## config.mk

```make
export PLATFORM = sky130hd
export DESIGN_NAME = fetch_unit_flat
export DESIGN_NICKNAME = d
export VERILOG_FILES = /design/src/rtl/fetch_pkg.sv /design/src/rtl/fetch_if.sv /design/src/rtl/fetch_unit_ifid_reg.sv /design/src/rtl/fetch_unit.sv /design/src/flat_wrapper.sv
export SDC_FILE = /design/constraint.sdc
export NUM_CORES = 1
export LEC_CHECK = 0
export BUFFER_PORTS_ARGS = -buffer_cell sky130_fd_sc_hd__buf_4
export CAP_MARGIN = 20
export CORE_MARGIN = 1
export CORE_UTILIZATION = 30
export DETAILED_ROUTE_END_ITERATION = 16
export GPL_TIMING_DRIVEN = 0
export PLACE_DENSITY = 0.57
export SYNTH_ARGS = -nofsm -noshare
export SYNTH_HDL_FRONTEND = slang
export SYNTH_SLANG_ARGS = --single-unit
```

## constraint.sdc

```tcl
create_clock -name clk -period 2.7 [get_ports clk]
set_input_delay 0.135 -clock clk [delete_from_list [all_inputs] [get_ports clk]]
set_output_delay 0.135 -clock clk [all_outputs]
set_load 0.05 [all_outputs]
```

## src/rtl/fetch_pkg.sv

```systemverilog
// Shared definitions for the instruction-fetch front end and the decoder.
//   fetch_state_t : fetch FSM state encoding (FETCH, IMM, IRQ)
//   IMM_OPCODE    : opcode high nibble that marks a two-byte instruction
//   DEF_RESET_VEC : default memory address holding the reset target
//   DEF_IRQ_VEC   : default memory address holding the interrupt target
//   is_two_byte() : true when an opcode is followed by an immediate byte
package fetch_pkg;

    typedef enum logic [1:0] {
        FETCH = 2'd0,
        IMM   = 2'd1,
        IRQ   = 2'd2
    } fetch_state_t;

    localparam logic [3:0] IMM_OPCODE    = 4'hC;
    localparam logic [7:0] DEF_RESET_VEC = 8'h00;
    localparam logic [7:0] DEF_IRQ_VEC   = 8'h01;

    function automatic logic is_two_byte(input logic [7:0] opcode);
        return opcode[7:4] == IMM_OPCODE;
    endfunction

endpackage

```

## src/rtl/fetch_if.sv

```systemverilog
// Bundle between the fetch unit and its surroundings (PC register,
// instruction memory, hazard/EX control and the IF/ID consumer).
//   master : the fetch unit side
//   slave  : the environment side (PC register, memory, decode, hazard unit)
// Signals:
//   pc, stall, flush, interrupt, mem_rdata  -> into the fetch unit
//   mem_addr, vec_out, int_take, pc_en, pc_load, pc_imm,
//   if_instr, if_imm, if_pc, if_valid       -> out of the fetch unit
interface fetch_if #(
    parameter int ADDR_W = 8,
    parameter int DATA_W = 8
);
    logic [ADDR_W-1:0] pc;
    logic              stall;
    logic              flush;
    logic              interrupt;
    logic [ADDR_W-1:0] mem_addr;
    logic [DATA_W-1:0] mem_rdata;
    logic [ADDR_W-1:0] vec_out;
    logic              int_take;
    logic              pc_en;
    logic              pc_load;
    logic              pc_imm;
    logic [DATA_W-1:0] if_instr;
    logic [DATA_W-1:0] if_imm;
    logic [ADDR_W-1:0] if_pc;
    logic              if_valid;

    modport master (
        input  pc, stall, flush, interrupt, mem_rdata,
        output mem_addr, vec_out, int_take, pc_en, pc_load, pc_imm,
               if_instr, if_imm, if_pc, if_valid
    );

    modport slave (
        output pc, stall, flush, interrupt, mem_rdata,
        input  mem_addr, vec_out, int_take, pc_en, pc_load, pc_imm,
               if_instr, if_imm, if_pc, if_valid
    );
endinterface

```

## src/rtl/fetch_unit_ifid_reg.sv

```systemverilog
// IF/ID pipeline register.
// Ports:
//   clk, rst (sync, active-low) : clock and reset; reset empties the register
//   load                        : capture d_* and mark the entry valid
//   clear                       : empty the register (wins over load)
//   d_instr, d_imm, d_pc        : next opcode, immediate byte, opcode address
//   q_instr, q_imm, q_pc        : registered opcode, immediate, address
//   q_valid                     : register holds a real instruction
// With neither load nor clear the contents are held (stall behaviour).
module ifid_reg #(
    parameter int ADDR_W = 8,
    parameter int DATA_W = 8
) (
    input  logic              clk,
    input  logic              rst,
    input  logic              load,
    input  logic              clear,
    input  logic [DATA_W-1:0] d_instr,
    input  logic [DATA_W-1:0] d_imm,
    input  logic [ADDR_W-1:0] d_pc,
    output logic [DATA_W-1:0] q_instr,
    output logic [DATA_W-1:0] q_imm,
    output logic [ADDR_W-1:0] q_pc,
    output logic              q_valid
);

    always_ff @(posedge clk) begin
        if (!rst || clear) begin
            q_instr <= '0;
            q_imm   <= '0;
            q_pc    <= '0;
            q_valid <= 1'b0;
        end else if (load) begin
            q_instr <= d_instr;
            q_imm   <= d_imm;
            q_pc    <= d_pc;
            q_valid <= 1'b1;
        end
    end

endmodule

```

## src/rtl/fetch_unit.sv

```systemverilog
// Instruction-fetch front end. Addresses instruction memory at the PC,
// reads the opcode (and the immediate at PC+1 for two-byte opcodes), fills
// the IF/ID register and tells the PC register how to advance.
// Ports:
//   clk        : clock
//   rst        : synchronous, active-low reset
//   bus        : fetch_if.master (PC value, stall/flush/interrupt, memory
//                address/data, vector output, PC control, IF/ID contents)
// Configuration macro FETCH_IRQ_EN: when defined, interrupt requests are
// latched and serviced through the IRQ state; when undefined the interrupt
// input is ignored and int_take is held at 0.
module fetch_unit
    import fetch_pkg::*;
#(
    parameter int              ADDR_W    = 8,
    parameter int              DATA_W    = 8,
    parameter logic [ADDR_W-1:0] RESET_VEC = DEF_RESET_VEC,
    parameter logic [ADDR_W-1:0] IRQ_VEC   = DEF_IRQ_VEC
) (
    input logic     clk,
    input logic     rst,
    fetch_if.master bus
);

    fetch_state_t      state, state_next;
    logic [DATA_W-1:0] hold_op;
    logic [ADDR_W-1:0] hold_pc;
    logic              hold_load;
    logic              ifid_load, ifid_clear;
    logic [DATA_W-1:0] d_instr, d_imm;
    logic [ADDR_W-1:0] d_pc;
    logic              irq_take;

    // The PC register loads vec_out directly on reset and on int_take.
    assign bus.vec_out = bus.mem_rdata;

`ifdef FETCH_IRQ_EN
    logic int_prev, int_pend;

    // Only a rising request is latched; a held level does not re-arm after
    // service until it drops and rises again.
    always_ff @(posedge clk) begin
        if (!rst) begin
            int_prev <= 1'b0;
            int_pend <= 1'b0;
        end else begin
            int_prev <= bus.interrupt;
            int_pend <= (int_pend && !bus.int_take) || (bus.interrupt && !int_prev);
        end
    end

    // Taking an IRQ between an opcode and its immediate would lose the
    // opcode, so only the FETCH state may accept it.
    assign irq_take = (state == FETCH) && int_pend && !bus.stall;
`else
    logic unused_interrupt;
    assign unused_interrupt = bus.interrupt;
    assign irq_take         = 1'b0;
`endif

    always_ff @(posedge clk) begin
        if (!rst) begin
            state <= FETCH;
        end else begin
            state <= state_next;
        end
    end

    always_ff @(posedge clk) begin
        if (hold_load) begin
            hold_op <= bus.mem_rdata;
            hold_pc <= bus.pc;
        end
    end

    always_comb begin
        state_next   = state;
        bus.mem_addr = bus.pc;
        bus.pc_en    = 1'b0;
        bus.pc_load  = 1'b1;
        bus.pc_imm   = 1'b0;
        bus.int_take = 1'b0;
        hold_load    = 1'b0;
        ifid_load    = 1'b0;
        ifid_clear   = 1'b0;
        d_instr      = bus.mem_rdata;
        d_imm        = '0;
        d_pc         = bus.pc;

        if (state == IMM) begin
            bus.mem_addr = bus.pc + ADDR_W'(1);
        end
`ifdef FETCH_IRQ_EN
        if (state == IRQ) begin
            bus.mem_addr = IRQ_VEC;
        end
`endif

        if (!rst) begin
            bus.mem_addr = RESET_VEC;
            state_next   = FETCH;
        end else if (bus.flush) begin
            // Target load; any half-fetched two-byte instruction is dropped.
            bus.pc_en   = 1'b1;
            bus.pc_load = 1'b0;
            ifid_clear  = 1'b1;
            state_next  = FETCH;
`ifdef FETCH_IRQ_EN
        end else if (state == IRQ) begin
            // PC loads vec_out (M[IRQ_VEC]) through its interrupt input.
            bus.int_take = 1'b1;
            state_next   = FETCH;
`endif
        end else if (irq_take) begin
            ifid_clear = 1'b1;
            state_next = IRQ;
        end else if (bus.stall) begin
            state_next = state;
        end else if (state == IMM) begin
            d_instr    = hold_op;
            d_imm      = bus.mem_rdata;
            d_pc       = hold_pc;
            ifid_load  = 1'b1;
            bus.pc_en  = 1'b1;
            bus.pc_imm = 1'b1;
            state_next = FETCH;
        end else if (is_two_byte(bus.mem_rdata)) begin
            hold_load  = 1'b1;
            ifid_clear = 1'b1;
            state_next = IMM;
        end else begin
            ifid_load = 1'b1;
            bus.pc_en = 1'b1;
        end
    end

    ifid_reg #(
        .ADDR_W (ADDR_W),
        .DATA_W (DATA_W)
    ) u_ifid (
        .clk     (clk),
        .rst     (rst),
        .load    (ifid_load),
        .clear   (ifid_clear),
        .d_instr (d_instr),
        .d_imm   (d_imm),
        .d_pc    (d_pc),
        .q_instr (bus.if_instr),
        .q_imm   (bus.if_imm),
        .q_pc    (bus.if_pc),
        .q_valid (bus.if_valid)
    );

endmodule

```

## src/flat_wrapper.sv

```systemverilog
// flat-port wrapper written by rule: the top's interface ports become plain ports
module fetch_unit_flat import fetch_pkg::*;
#(
    parameter int              ADDR_W    = 8,
    parameter int              DATA_W    = 8,
    parameter logic [ADDR_W-1:0] RESET_VEC = DEF_RESET_VEC,
    parameter logic [ADDR_W-1:0] IRQ_VEC   = DEF_IRQ_VEC
)
  (clk, rst, bus_pc, bus_stall, bus_flush, bus_interrupt, bus_mem_rdata, bus_mem_addr, bus_vec_out, bus_int_take, bus_pc_en, bus_pc_load, bus_pc_imm, bus_if_instr, bus_if_imm, bus_if_pc, bus_if_valid);
  fetch_if #(.ADDR_W(ADDR_W), .DATA_W(DATA_W)) bus_i ();
  input logic clk;
  input logic rst;
  input wire logic [$bits(bus_i.pc)-1:0] bus_pc;
  input wire logic [$bits(bus_i.stall)-1:0] bus_stall;
  input wire logic [$bits(bus_i.flush)-1:0] bus_flush;
  input wire logic [$bits(bus_i.interrupt)-1:0] bus_interrupt;
  input wire logic [$bits(bus_i.mem_rdata)-1:0] bus_mem_rdata;
  output wire logic [$bits(bus_i.mem_addr)-1:0] bus_mem_addr;
  output wire logic [$bits(bus_i.vec_out)-1:0] bus_vec_out;
  output wire logic [$bits(bus_i.int_take)-1:0] bus_int_take;
  output wire logic [$bits(bus_i.pc_en)-1:0] bus_pc_en;
  output wire logic [$bits(bus_i.pc_load)-1:0] bus_pc_load;
  output wire logic [$bits(bus_i.pc_imm)-1:0] bus_pc_imm;
  output wire logic [$bits(bus_i.if_instr)-1:0] bus_if_instr;
  output wire logic [$bits(bus_i.if_imm)-1:0] bus_if_imm;
  output wire logic [$bits(bus_i.if_pc)-1:0] bus_if_pc;
  output wire logic [$bits(bus_i.if_valid)-1:0] bus_if_valid;
  assign bus_i.pc = bus_pc;
  assign bus_i.stall = bus_stall;
  assign bus_i.flush = bus_flush;
  assign bus_i.interrupt = bus_interrupt;
  assign bus_i.mem_rdata = bus_mem_rdata;
  assign bus_mem_addr = bus_i.mem_addr;
  assign bus_vec_out = bus_i.vec_out;
  assign bus_int_take = bus_i.int_take;
  assign bus_pc_en = bus_i.pc_en;
  assign bus_pc_load = bus_i.pc_load;
  assign bus_pc_imm = bus_i.pc_imm;
  assign bus_if_instr = bus_i.if_instr;
  assign bus_if_imm = bus_i.if_imm;
  assign bus_if_pc = bus_i.if_pc;
  assign bus_if_valid = bus_i.if_valid;
  fetch_unit #(.ADDR_W(ADDR_W), .DATA_W(DATA_W), .RESET_VEC(RESET_VEC), .IRQ_VEC(IRQ_VEC)) u_core (.clk(clk), .rst(rst), .bus(bus_i));
endmodule
```

==> metrics.log, run 1 <==
[metrics] FFs w/ async S/R, synth: 0
[metrics] vias in the first global route: between 1k and 1.5k
[metrics] cell-by-cell listing of the critical path: buf_4 > nor2b_1 > and3_1 > buf_6 > buf_6 > o21ai_0 > buf_4
[metrics] global-route wire length before repair: 7.51 mm
[metrics] CP required: 2.57 ns
[metrics] Worst R2R Path Depth: 5
[metrics] Hold Startpoint: bus_pc[7]
[metrics] startpoint type of the worst setup path: register
[metrics] clock root buffer: clkbuf_8
[metrics] number of nets produced by synthesis: 202
[metrics] hold-fix buffers at CTS: 0
[metrics] antenna violations before repair: 0
[metrics] via total after detailed routing: 1,528
[metrics] total count of hold-check failures in the final report: 0
[metrics] number of cells in the design after placement: 320
[metrics] antenna diode count: 0
[metrics] DR pass1 iterations: 4
[metrics] met3 wire len: between 200 and 250 µm
[metrics] dpl cell area: 2540 µm²
[metrics] crit path launch: u_core.state[0]
[metrics] total die area: approximately 6900 µm²
[metrics] final setup margin: 0.840 ns
[metrics] worst setup slack before clock tree synthesis: 0.639 ns
[metrics] uppermost metal layer occupied by signal nets: met4
[metrics] critical-path cell with the highest stage delay: dfxtp_1
[metrics] EDFF count, synth: 16
[metrics] Layout Skew: 0.00362 ns
[metrics] unrepaired setup endpoints after global routing: no
[metrics] number of clock buffers inserted by TritonCTS: 5
[metrics] Power Total: 1430 µW
[metrics] number of I/O pins: 66
[metrics] Tmin final: about 1.9 ns
[metrics] overall overflow remaining after global route: 0
[metrics] arrival time reported for the critical path endpoint: 1.72 ns
[metrics] sum of routed wire segments on met1: 2.17 mm
[metrics] synthesis-to-layout area growth: 35.1%
[metrics] Avg Synthesized Cell Area: 10.9 µm²
[metrics] number of synthesized register bits: 42
[metrics] switching portion of total power: 0.261
[metrics] non-filler cells in the finished layout: 328
[metrics] Tot GR Track Use: 0.140
[metrics] number of antenna-violating nets in the routed design: 0
[metrics] Critical R2R Launch: u_core.state[0]
[metrics] maximum clock frequency: 538 MHz
[metrics] clock transition at the registers of the reported paths: 0.08 ns
[metrics] worst-path maximum fanout: 10
[metrics] WL met2: roughly 2.2 mm
[metrics] summed negative setup slack over all endpoints: 0 ns
[metrics] destination of the worst register-to-register timing path: u_core.hold_op[1]
[metrics] Initial Utilization: 0.309
[metrics] share of cells above drive strength 1: 0.406
[metrics] htree depth: 2
[metrics] count of yosys warnings during synthesis: 0
[metrics] power spent charging and discharging nets: around 370 µW
[metrics] share of synthesized area occupied by flip-flops and latches: 0.510
[metrics] number of standard cells after synthesis: 180
[metrics] pin count of the biggest net entering global routing: 14
[metrics] biggest cell delay along the critical path: approximately 0.3 ns
[metrics] post-synthesis cell type count: 33
[metrics] # Max-Cap Violations: 0
[metrics] final routed DRC violation total: 0
[metrics] Sinks on Clock Net: between 40 and 50
[metrics] placer's final routability congestion estimate: ~0.7
[metrics] Synth Cell Area: just under 2000 µm²
[metrics] portion of total power attributed to the clock network: 0.359
[metrics] number of instances resized during post-cts repair: 0
[metrics] minimum setup slack among reg-to-reg paths: 0.88 ns
[metrics] peak supply drop: 341 µV
[metrics] drt initial violations: 60
[metrics] Least-Margin Pin Slew: 0.645 ns
[metrics] Core Area: 6350 µm²
[metrics] number of vias per cell after detailed routing: 4.66
[metrics] run status: finished clean
[metrics] type of the most critical hold path: in -> reg
[metrics] setup bufs post-CTS: 0
[metrics] type of destination of the critical path: primary output
[metrics] CTS tree: yes
[metrics] Setup CP Type: reg -> out
[metrics] post-detailed-routing wire length: 4.64 mm
[metrics] worst slew slack as a fraction of its limit: 0.568
[metrics] buffers from clock root to sink, at most: 2
[metrics] die height: 82.9 µm
[metrics] leakage: 0.00103 µW
[metrics] site row count: 29
[metrics] Detail Placement HPWL: 3.36 mm
[metrics] Synth Flop Type: dfxtp_1
[metrics] proportion of power drawn by combinational gates: 0.171
[metrics] internal cell power: 1060 µW
[metrics] Layout Nets: between 200 and 300
[metrics] width of the chip: 82.9 µm
[metrics] final std cell area, no fill: 2650 µm²
[metrics] Routed WL per cell: 14.2 µm
[metrics] final-report max-slew violation count: 0
[metrics] I/O Buffers: 62
[metrics] capture point of the critical path: bus_pc_en
[metrics] Final period util: 0.689
[metrics] sequential group share of total power: 0.470
[metrics] number of endpoints failing setup at the final stage: 0
[metrics] power density normalized to cell area: 538 nW/µm²
[metrics] Clk Latency, worst-skew pair: between 0.2 and 0.3 ns
layout make-up:
| cell class | instances | area [µm²] |
|---|---|---|
| fill | 624 | 3700 |
| clock inverter | 1 | 30.0 |
| buffer | 23 | 166 |
| clock buffer | 7 | 86.3 |
| sequential | 42 | 1000 |
| multi-input combinational | 112 | 786 |
| tap | 77 | 96.3 |
| inverter | 3 | 11.3 |
| timing repair buffer | 63 | 477 |
how the worst min path moves through the flow:
stage | cells past startpoint | to
3_3_place_gp | 1 | u_core.hold_pc[7]
2_1_floorplan | 0 | u_core.hold_op[0]
4_1_cts | 1 | u_core.hold_pc[1]
3_5_place_dp | 1 | u_core.hold_pc[1]
5_1_grt | 1 | u_core.hold_pc[1]
6_report | 1 | u_core.hold_pc[7]
critical path: cells and delay by family (launching register included):
kind,cells,cell delay (ns)
buffers and inverters,4,0.65
and+or+nand+nor,2,0.36
DFF,1,0.30
AOI/OAI and AO/OA,1,0.11
stage by stage:
step,hold WS [ns],utilization
after floorplan,0.234,-
after global placement,0.344,0.398
after detailed placement,0.344,0.400
after CTS,0.0314,0.418
after global routing,0.0244,0.418
final,0.0401,0.418
logic make-up after synthesis:
family                     share of synthesized area
xor gates and xnor gates                      0.0178
buffers and inverters                         0.0904
AOI/OAI and AO/OA                              0.160
other                                        0.00191
and+or+nand+nor                                0.136
adders and majority gates                    0.00637
DFF                                            0.510
muxes                                         0.0777
cell usage after synthesis, drive strengths merged, types with 2 or more instances:
master / number / share of area
mux2i: 13 / 0.066
and2: 4 / 0.013
nand4: 2 / 0.0064
or3: 2 / 0.0064
xnor2: 3 / 0.013
edfxtp: 16 / 0.24
a21oi: 6 / 0.015
mux2: 2 / 0.011
a22oi: 7 / 0.027
nor2b: 4 / 0.013
a21boi: 2 / 0.0076
nor2: 11 / 0.021
inv: 3 / 0.0057
o21ai: 3 / 0.0076
o32ai: 14 / 0.093
dfxtp: 26 / 0.26
nand2b: 3 / 0.013
buf: 19 / 0.077
nand3: 4 / 0.010
nand2: 25 / 0.048
clkbuf: 4 / 0.0076
power by group through the flow:
| stage | sequential (µW) | combinational, µW | clock, µW |
|---|---|---|---|
| finish | 672 | 244 | 512 |
| global route | 673 | 261 | 554 |
| detailed placement | 686 | 247 | 0 |
| floorplan | 716 | 131 | 0 |
| global placement | 686 | 246 | 0 |
| CTS | 672 | 248 | 525 |
registers in the layout (all words and copies together), names as in the netlist:
name and cells:
u_core.u_ifid.q_imm 8, u_core.hold_pc 8, u_core.state 1, u_core.u_ifid.q_pc 8
u_core.hold_op 8, u_core.u_ifid.q_instr 8, u_core.u_ifid.q_valid 1
per-layer routing:
layer,track usage,up-vias
met5,0,-
met4,0.0517,0
met3,0.0457,6
met2,0.219,36
met1,0.180,712
li1,-,774
cell usage in the layout (no fill, tap or decap), types with 2 or more instances in the layout:
master / netlist / routed
nand2_1: 25 / 25
and2_1: 4 / 4
nand3_1: 4 / 4
xnor2_1: 3 / 3
a21boi_0: 2 / 2
clkbuf_8: 0 / 6
o32ai_1: 6 / 6
mux2i_1: 13 / 13
buf_6: 5 / 6
or3_1: 2 / 2
buf_4: 10 / 72
nand2b_1: 2 / 2
nand4_1: 2 / 2
dfxtp_1: 26 / 26
inv_1: 2 / 2
o32ai_2: 8 / 8
nor2_1: 11 / 11
nor2b_1: 4 / 4
buf_2: 4 / 4
mux2_2: 2 / 2
edfxtp_1: 16 / 16
a22oi_1: 7 / 7
clkbuf_1: 4 / 5
a21oi_1: 6 / 6
o21ai_0: 3 / 3
(Power assumes the default switching activity.)
==> run 2, diff against run 1 <==
--- a/config.mk
+++ b/config.mk
@@ -11,7 +11,7 @@
 export CORE_UTILIZATION = 30
 export DETAILED_ROUTE_END_ITERATION = 16
 export GPL_TIMING_DRIVEN = 0
-export PLACE_DENSITY = 0.57
+export PLACE_DENSITY = 0.59
 export SYNTH_ARGS = -nofsm -noshare
 export SYNTH_HDL_FRONTEND = slang
 export SYNTH_SLANG_ARGS = --single-unit
==> constraint.sdc (replaced) <==
create_clock -name clk -period 1.65 [get_ports clk]
set_input_delay 0.0825 -clock clk [delete_from_list [all_inputs] [get_ports clk]]
set_output_delay 0.0825 -clock clk [all_outputs]
set_load 0.05 [all_outputs]
==> run 2 against run 1 <==
  * The run now ends with setup timing left
  * Critical path type unchanged
  * Routed wire length up 4.5%
  * Sequential share of layout area down 2.1 points
  * Die area did not move
  * Final area grew 6.2%
==> metrics.log, run 2 (synthesis gave the netlist of run 1 again) <==
[metrics] cell repeated most along the worst path: buf_6
[metrics] worst slew slack as a fraction of its limit: 0.656
[metrics] leading cell type in the layout, fill and taps excluded: buf_4
[metrics] pin count of the biggest net entering global routing: 17
[metrics] Power Total: 2200 µW
[metrics] destination of the worst register-to-register timing path: u_core.hold_op[2]
[metrics] final routed DRC violation total: 0
[metrics] biggest cell delay along the critical path: 0.39 ns
[metrics] I/O Buffers: between 60 and 70
[metrics] number of antenna-violating nets in the routed design: 0
[metrics] unrepaired setup endpoints after global routing: yes
[metrics] number of cells on the worst hold path: 1
[metrics] placer's final routability congestion estimate: slightly below 0.7
[metrics] CP required: 1.57 ns
[metrics] number of clock buffers inserted by TritonCTS: 5
[metrics] die height: 82.9 µm
[metrics] Routed WL per cell: 14.3 µm
[metrics] minimum setup slack among reg-to-reg paths: 0.26 ns
[metrics] antenna diode count: 0
[metrics] run status: finished with violations
[metrics] width of the chip: 82.9 µm
[metrics] Sinks on Clock Net: 42
[metrics] Critical R2R Launch: u_core.state[0]
[metrics] type of destination of the critical path: primary output
[metrics] type of the most critical hold path: in -> reg
[metrics] Core Area: 6350 µm²
[metrics] worst-path maximum fanout: 8
[metrics] leakage: 0.00108 µW
[metrics] Tot GR Track Use: 0.143
[metrics] crit path launch: u_core.state[0]
[metrics] final setup margin: -0.0568 ns
[metrics] synthesis-to-layout area growth: 43.4%
[metrics] worst setup slack before clock tree synthesis: -0.335 ns
[metrics] share of cells above drive strength 1: 0.439
[metrics] leading cell types in the layout, fill and taps excluded: 73 x buf_4, 25 x nand2_1, 25 x dfxtp_1
[metrics] total die area: 6880 µm²
[metrics] DR pass1 iterations: 4
[metrics] power density normalized to cell area: 782 nW/µm²
[metrics] Hold Startpoint: bus_pc[4]
[metrics] total count of hold-check failures in the final report: 0
[metrics] buffers from clock root to sink, at most: 2
[metrics] peak supply drop: 565 µV
[metrics] maximum clock frequency: 586 MHz
[metrics] critical-path cell with the highest stage delay: or3_4
[metrics] Worst R2R Path Depth: 5
[metrics] antenna violations before repair: 0
[metrics] global-route wire length before repair: 7.95 mm
[metrics] htree depth: 2
[metrics] drt initial violations: 70
[metrics] number of I/O pins: between 60 and 70
[metrics] number of vias per cell after detailed routing: 4.74
[metrics] # Max-Cap Violations: 0
[metrics] clock transition at the registers of the reported paths: 0.08 ns
[metrics] Final period util: 1.03
[metrics] Layout Nets: 283
[metrics] violated checks: setup timing
[metrics] Least-Margin Pin Slew: 0.514 ns
[metrics] sink of the worst hold path: u_core.hold_pc[4]
[metrics] CTS tree: yes
[metrics] arrival time reported for the critical path endpoint: roughly 1.6 ns
[metrics] vias in the first global route: 1,596
[metrics] overall overflow remaining after global route: 0
[metrics] Clk Latency, worst-skew pair: 0.29 ns
[metrics] cell-by-cell listing of the critical path: buf_6 > buf_4 > nand3_4 > or3_4 > a21boi_2 > buf_6
[metrics] final-report max-slew violation count: 0
[metrics] startpoint type of the worst setup path: register
[metrics] Layout Skew: 0.00621 ns
[metrics] Tmin final: 1.71 ns
[metrics] Setup CP Type: reg -> out
[metrics] Detail Placement HPWL: 3.34 mm
[metrics] site row count: 29
[metrics] post-detailed-routing wire length: 4.85 mm
[metrics] clock root buffer: clkbuf_8
[metrics] number of endpoints failing setup at the final stage: 3
[metrics] via total after detailed routing: 1,606
[metrics] Initial Utilization: 0.309
[run 2: changes by cell type in the layout (fill, tap and decap cells not counted), sizes merged]
| cell | delta |
|---|---|
| bufinv | -1 |
| buf | +3 |
| dlygate4sd3 | +8 |
| clkinv | +1 |
[run 2: worst max path at each step]
stage,to,slack [ns],cells past startpoint
after CTS,bus_mem_addr[7],-0.06,5
final,bus_mem_addr[6],-0.06,6
after global placement,u_core.hold_op[0],-0.33,7
after detailed placement,u_core.hold_op[1],-0.34,7
after global routing,bus_mem_addr[5],-0.14,5
after floorplan,bus_mem_addr[5],-0.1,4
[run 2: through the flow]
step                      setup TNS (ns)  instance area [µm²]  hold WS [ns]  cells  utilization
after floorplan                  -0.0986                 1980         0.181    180            -
after global placement             -5.19                 2540         0.294    319        0.400
after detailed placement           -5.36                 2540         0.294    319        0.400
after CTS                         -0.107                 2740       0.00401    335        0.431
after global routing              -0.653                 2820       0.00323    339        0.444
final                             -0.108                 2820        0.0105    339        0.444
[run 2: per-layer routing]
layer / share of wire / up-vias / track usage
met2: 0.48 / 39 / 0.244
met4: 0.011 / 0 / 0.0329
met5: 0 / - / 0
li1: - / 798 / -
met1: 0.46 / 764 / 0.180
met3: 0.044 / 5 / 0.0358
[run 2: timing repair]
action | CTS | global route
hold endpoints to repair | 7 | 1
gates resized for setup | 8 | 7
endpoints found under the setup margin | 21 | 23
hold buffers | 7 | 1
buffers inserted | 2 | 3
pin swaps | 4 | 6
[run 2: area by class of cell]
cell class / instances / area, µm²
clock buffer: 7 / 86.3
tap: 77 / 96.3
fill: 635 / 3530
clock inverter: 1 / 5.00
buffer: 22 / 170
inverter: 3 / 11.3
multi-input combinational: 112 / 840
timing repair buffer: 75 / 607
sequential: 42 / 1000
[run 2: where the power goes]
group | internal, µW | total, µW | switching (µW) | leakage (µW)
combinational | 162 | 429 | 267 | 0.000680
clock | 338 | 675 | 338 | 0.0000482
sequential | 1090 | 1100 | 8.72 | 0.000355
total | 1590 | 2200 | 613 | 0.00108
[run 2: critical path, delay by kind of cell, from the launching register on]
family / cells / cell delay (ns)
and+or+nand+nor: 2 / 0.44
buffers and inverters: 3 / 0.41
DFF: 1 / 0.33
AOI/OAI and AO/OA: 1 / 0.15
==> run 3, diff against run 2 <==
--- a/config.mk
+++ b/config.mk
@@ -8,10 +8,11 @@
 export BUFFER_PORTS_ARGS = -buffer_cell sky130_fd_sc_hd__buf_4
 export CAP_MARGIN = 20
 export CORE_MARGIN = 1
-export CORE_UTILIZATION = 30
+export CORE_UTILIZATION = 45
 export DETAILED_ROUTE_END_ITERATION = 16
 export GPL_TIMING_DRIVEN = 0
-export PLACE_DENSITY = 0.59
+export PLACE_DENSITY = 0.8
+export SKIP_LAST_GASP = 1
 export SYNTH_ARGS = -nofsm -noshare
 export SYNTH_HDL_FRONTEND = slang
 export SYNTH_SLANG_ARGS = --single-unit
==> run 3 against run 2 <==
  * Largest power group unchanged
  * Global-route usage up 6.3 points
  * Via count down 2.0%
  * Flip-flop and latch count unchanged
  * Count of clock-buffer cells in the layout unchanged
  * The flow still finishes with violations (setup timing)
  * Largest cell class unchanged
==> metrics.log, run 3 (synthesis gave the netlist of run 1 again) <==
[metrics] share of cells above drive strength 1: 0.425
[metrics] peak supply drop: around 750 µV
[metrics] synthesis-to-layout area growth: 38.8%
[metrics] I/O Buffers: 62
[metrics] buffers from clock root to sink, at most: 2
[metrics] pin count of the biggest net entering global routing: 17
[metrics] clock root buffer: clkbuf_8
[metrics] critical-path cell with the highest stage delay: or3_1
[metrics] dpl cell area: 2510 µm²
[metrics] Layout Nets: 280
[metrics] leading cell type in the layout, fill and taps excluded: buf_4
[metrics] Routed WL per cell: around 14 µm
[metrics] post-detailed-routing wire length: 4.37 mm
[metrics] violated checks: setup timing
[metrics] vias in the first global route: 1,462
[metrics] run status: finished with violations
[metrics] # Max-Cap Violations: 0
[metrics] htree depth: 2
[metrics] type of the most critical hold path: in -> reg
[metrics] number of I/O pins: 66
[metrics] multi-input logic area: ~800 µm²
[metrics] Tot GR Track Use: 0.206
[metrics] biggest cell delay along the critical path: approximately 0.43 ns
[metrics] Initial Utilization: 0.481
[metrics] width of the chip: 68.1 µm
[metrics] final routed DRC violation total: 0
[metrics] worst setup slack before clock tree synthesis: -0.342 ns
[metrics] CP required: 1.57 ns
[metrics] Worst R2R Path Depth: 3
[metrics] count of fill cells added during filler insertion: 361
[metrics] clock transition at the registers of the reported paths: approximately 0.080 ns
[metrics] overall overflow remaining after global route: 0
[metrics] DR pass1 iterations: 4
[metrics] CTS tree: yes
[metrics] destination of the worst register-to-register timing path: u_core.hold_op[7]
[metrics] final std cell area, no fill: about 2700 µm²
[metrics] number of cells in the design after placement: 292
[metrics] leading cell types in the layout, fill and taps excluded: 71 x buf_4, 25 x nand2_1, 25 x dfxtp_1
[metrics] die height: 68.1 µm
[metrics] number of antenna-violating nets in the routed design: 0
[metrics] antenna violations before repair: 0
[metrics] worst-path maximum fanout: 6
[metrics] Setup CP Type: reg -> out
[metrics] minimum setup slack among reg-to-reg paths: 0.16 ns
[metrics] Sinks on Clock Net: 42
[metrics] site row count: 23
[metrics] cell-by-cell listing of the critical path: nand4_1 > or3_1 > a21boi_1 > buf_4
[metrics] total die area: 4630 µm²
[metrics] global-route wire length before repair: 6.96 mm
[metrics] arrival time reported for the critical path endpoint: 1.63 ns
[metrics] startpoint type of the worst setup path: register
[metrics] Final period util: 1.04
[metrics] Critical R2R Launch: u_core.state[0]
[metrics] total count of hold-check failures in the final report: 0
[metrics] Tmin final: ~1.7 ns
[metrics] Layout Skew: between 0.006 and 0.007 ns
[metrics] Detail Placement HPWL: 3.11 mm
[metrics] sequential cell area in the final layout: 1000 µm²
[metrics] leakage: 0.00106 µW
[metrics] antenna diode count: 0
[metrics] number of endpoints failing setup at the final stage: 1
[metrics] type of destination of the critical path: primary output
[metrics] capture point of the critical path: bus_mem_addr[5]
[metrics] final setup margin: -0.0673 ns
[metrics] number of vias per cell after detailed routing: between 5 and 6
[metrics] non-filler cells in the finished layout: 309
[metrics] number of clock buffers inserted by TritonCTS: 5
[metrics] power density normalized to cell area: 803 nW/µm²
[metrics] worst slew slack as a fraction of its limit: 0.650
[metrics] via total after detailed routing: ~1.6k
[metrics] Core Area: just over 4000 µm²
[metrics] Clk Latency, worst-skew pair: slightly below 0.3 ns
[metrics] unrepaired setup endpoints after global routing: yes
[metrics] placer's final routability congestion estimate: 0.716
[metrics] crit path launch: u_core.state[0]
[metrics] final-report max-slew violation count: 0
[metrics] Least-Margin Pin Slew: 0.524 ns
[metrics] maximum clock frequency: 582 MHz
[metrics] drt initial violations: 39
==> run 3: cell type report <==
class	instances	area share
sequential	42	0.369
multi-input combinational	112	0.302
timing repair buffer	73	0.212
buffer	21	0.0574
clock buffer	7	0.0317
tap	50	0.0229
inverter	3	0.00413
clock inverter	1	0.00184
==> run 3: what timing repair did <==
action                     in CTS  in global routing
buffers inserted                2                  0
resized for setup               4                  7
gates cloned                    0                  0
hold endpoints to repair        9                  0
setup endpoints to repair      20                 24
hold buffers                    9                  0
pin swaps                       2                  6
==> run 3: worst min-delay path by stage <==
stage	startpoint	endpoint	slack, ns	cells after the start
6_report	bus_mem_rdata[4]	u_core.hold_op[4]	0.01	1
5_1_grt	bus_mem_rdata[4]	u_core.hold_op[4]	0.0008	1
4_1_cts	bus_mem_rdata[4]	u_core.hold_op[4]	0.0009	1
3_5_place_dp	bus_pc[7]	u_core.hold_pc[7]	0.29	1
3_3_place_gp	bus_pc[7]	u_core.hold_pc[7]	0.29	1
2_1_floorplan	bus_mem_rdata[0]	u_core.hold_op[0]	0.18	0
==> run 3: layer usage <==
layer | up-vias | routed length (µm) | track usage
li1 | 790 | - | -
met1 | 721 | 1950 | 0.256
met2 | 56 | 2060 | 0.335
met3 | 7 | 268 | 0.0483
met4 | 0 | 88 | 0.0938
met5 | - | 0 | 0
==> run 3: per-stage QoR <==
step,TNS (ns),power [µW],hold WS [ns],utilization
after floorplan,-0.0986,1390,0.181,-
after global placement,-4.42,1520,0.293,0.613
after detailed placement,-5.47,1530,0.294,0.613
after CTS,-0.386,2210,0.000898,0.666
after global routing,-0.264,2270,0.000810,0.667
final,-0.0673,2190,0.00977,0.667
==> run 3: critical path: cells and delay by family (launching register included) <==
kind / cells / cell delay [ns]
flip-flops: 1 / 0.38
buffers and inverters: 1 / 0.21
AND/OR/NAND/NOR: 2 / 0.62
AO/OA/AOI/OAI: 1 / 0.13
==> run 3: report_power, final <==
group | leakage (µW) | total [µW] | internal [µW] | switching [µW]
clock | 0.0000482 | 666 | 337 | 329
sequential | 0.000356 | 1100 | 1090 | 8.85
combinational | 0.000652 | 425 | 161 | 264
total | 0.00106 | 2190 | 1590 | 601
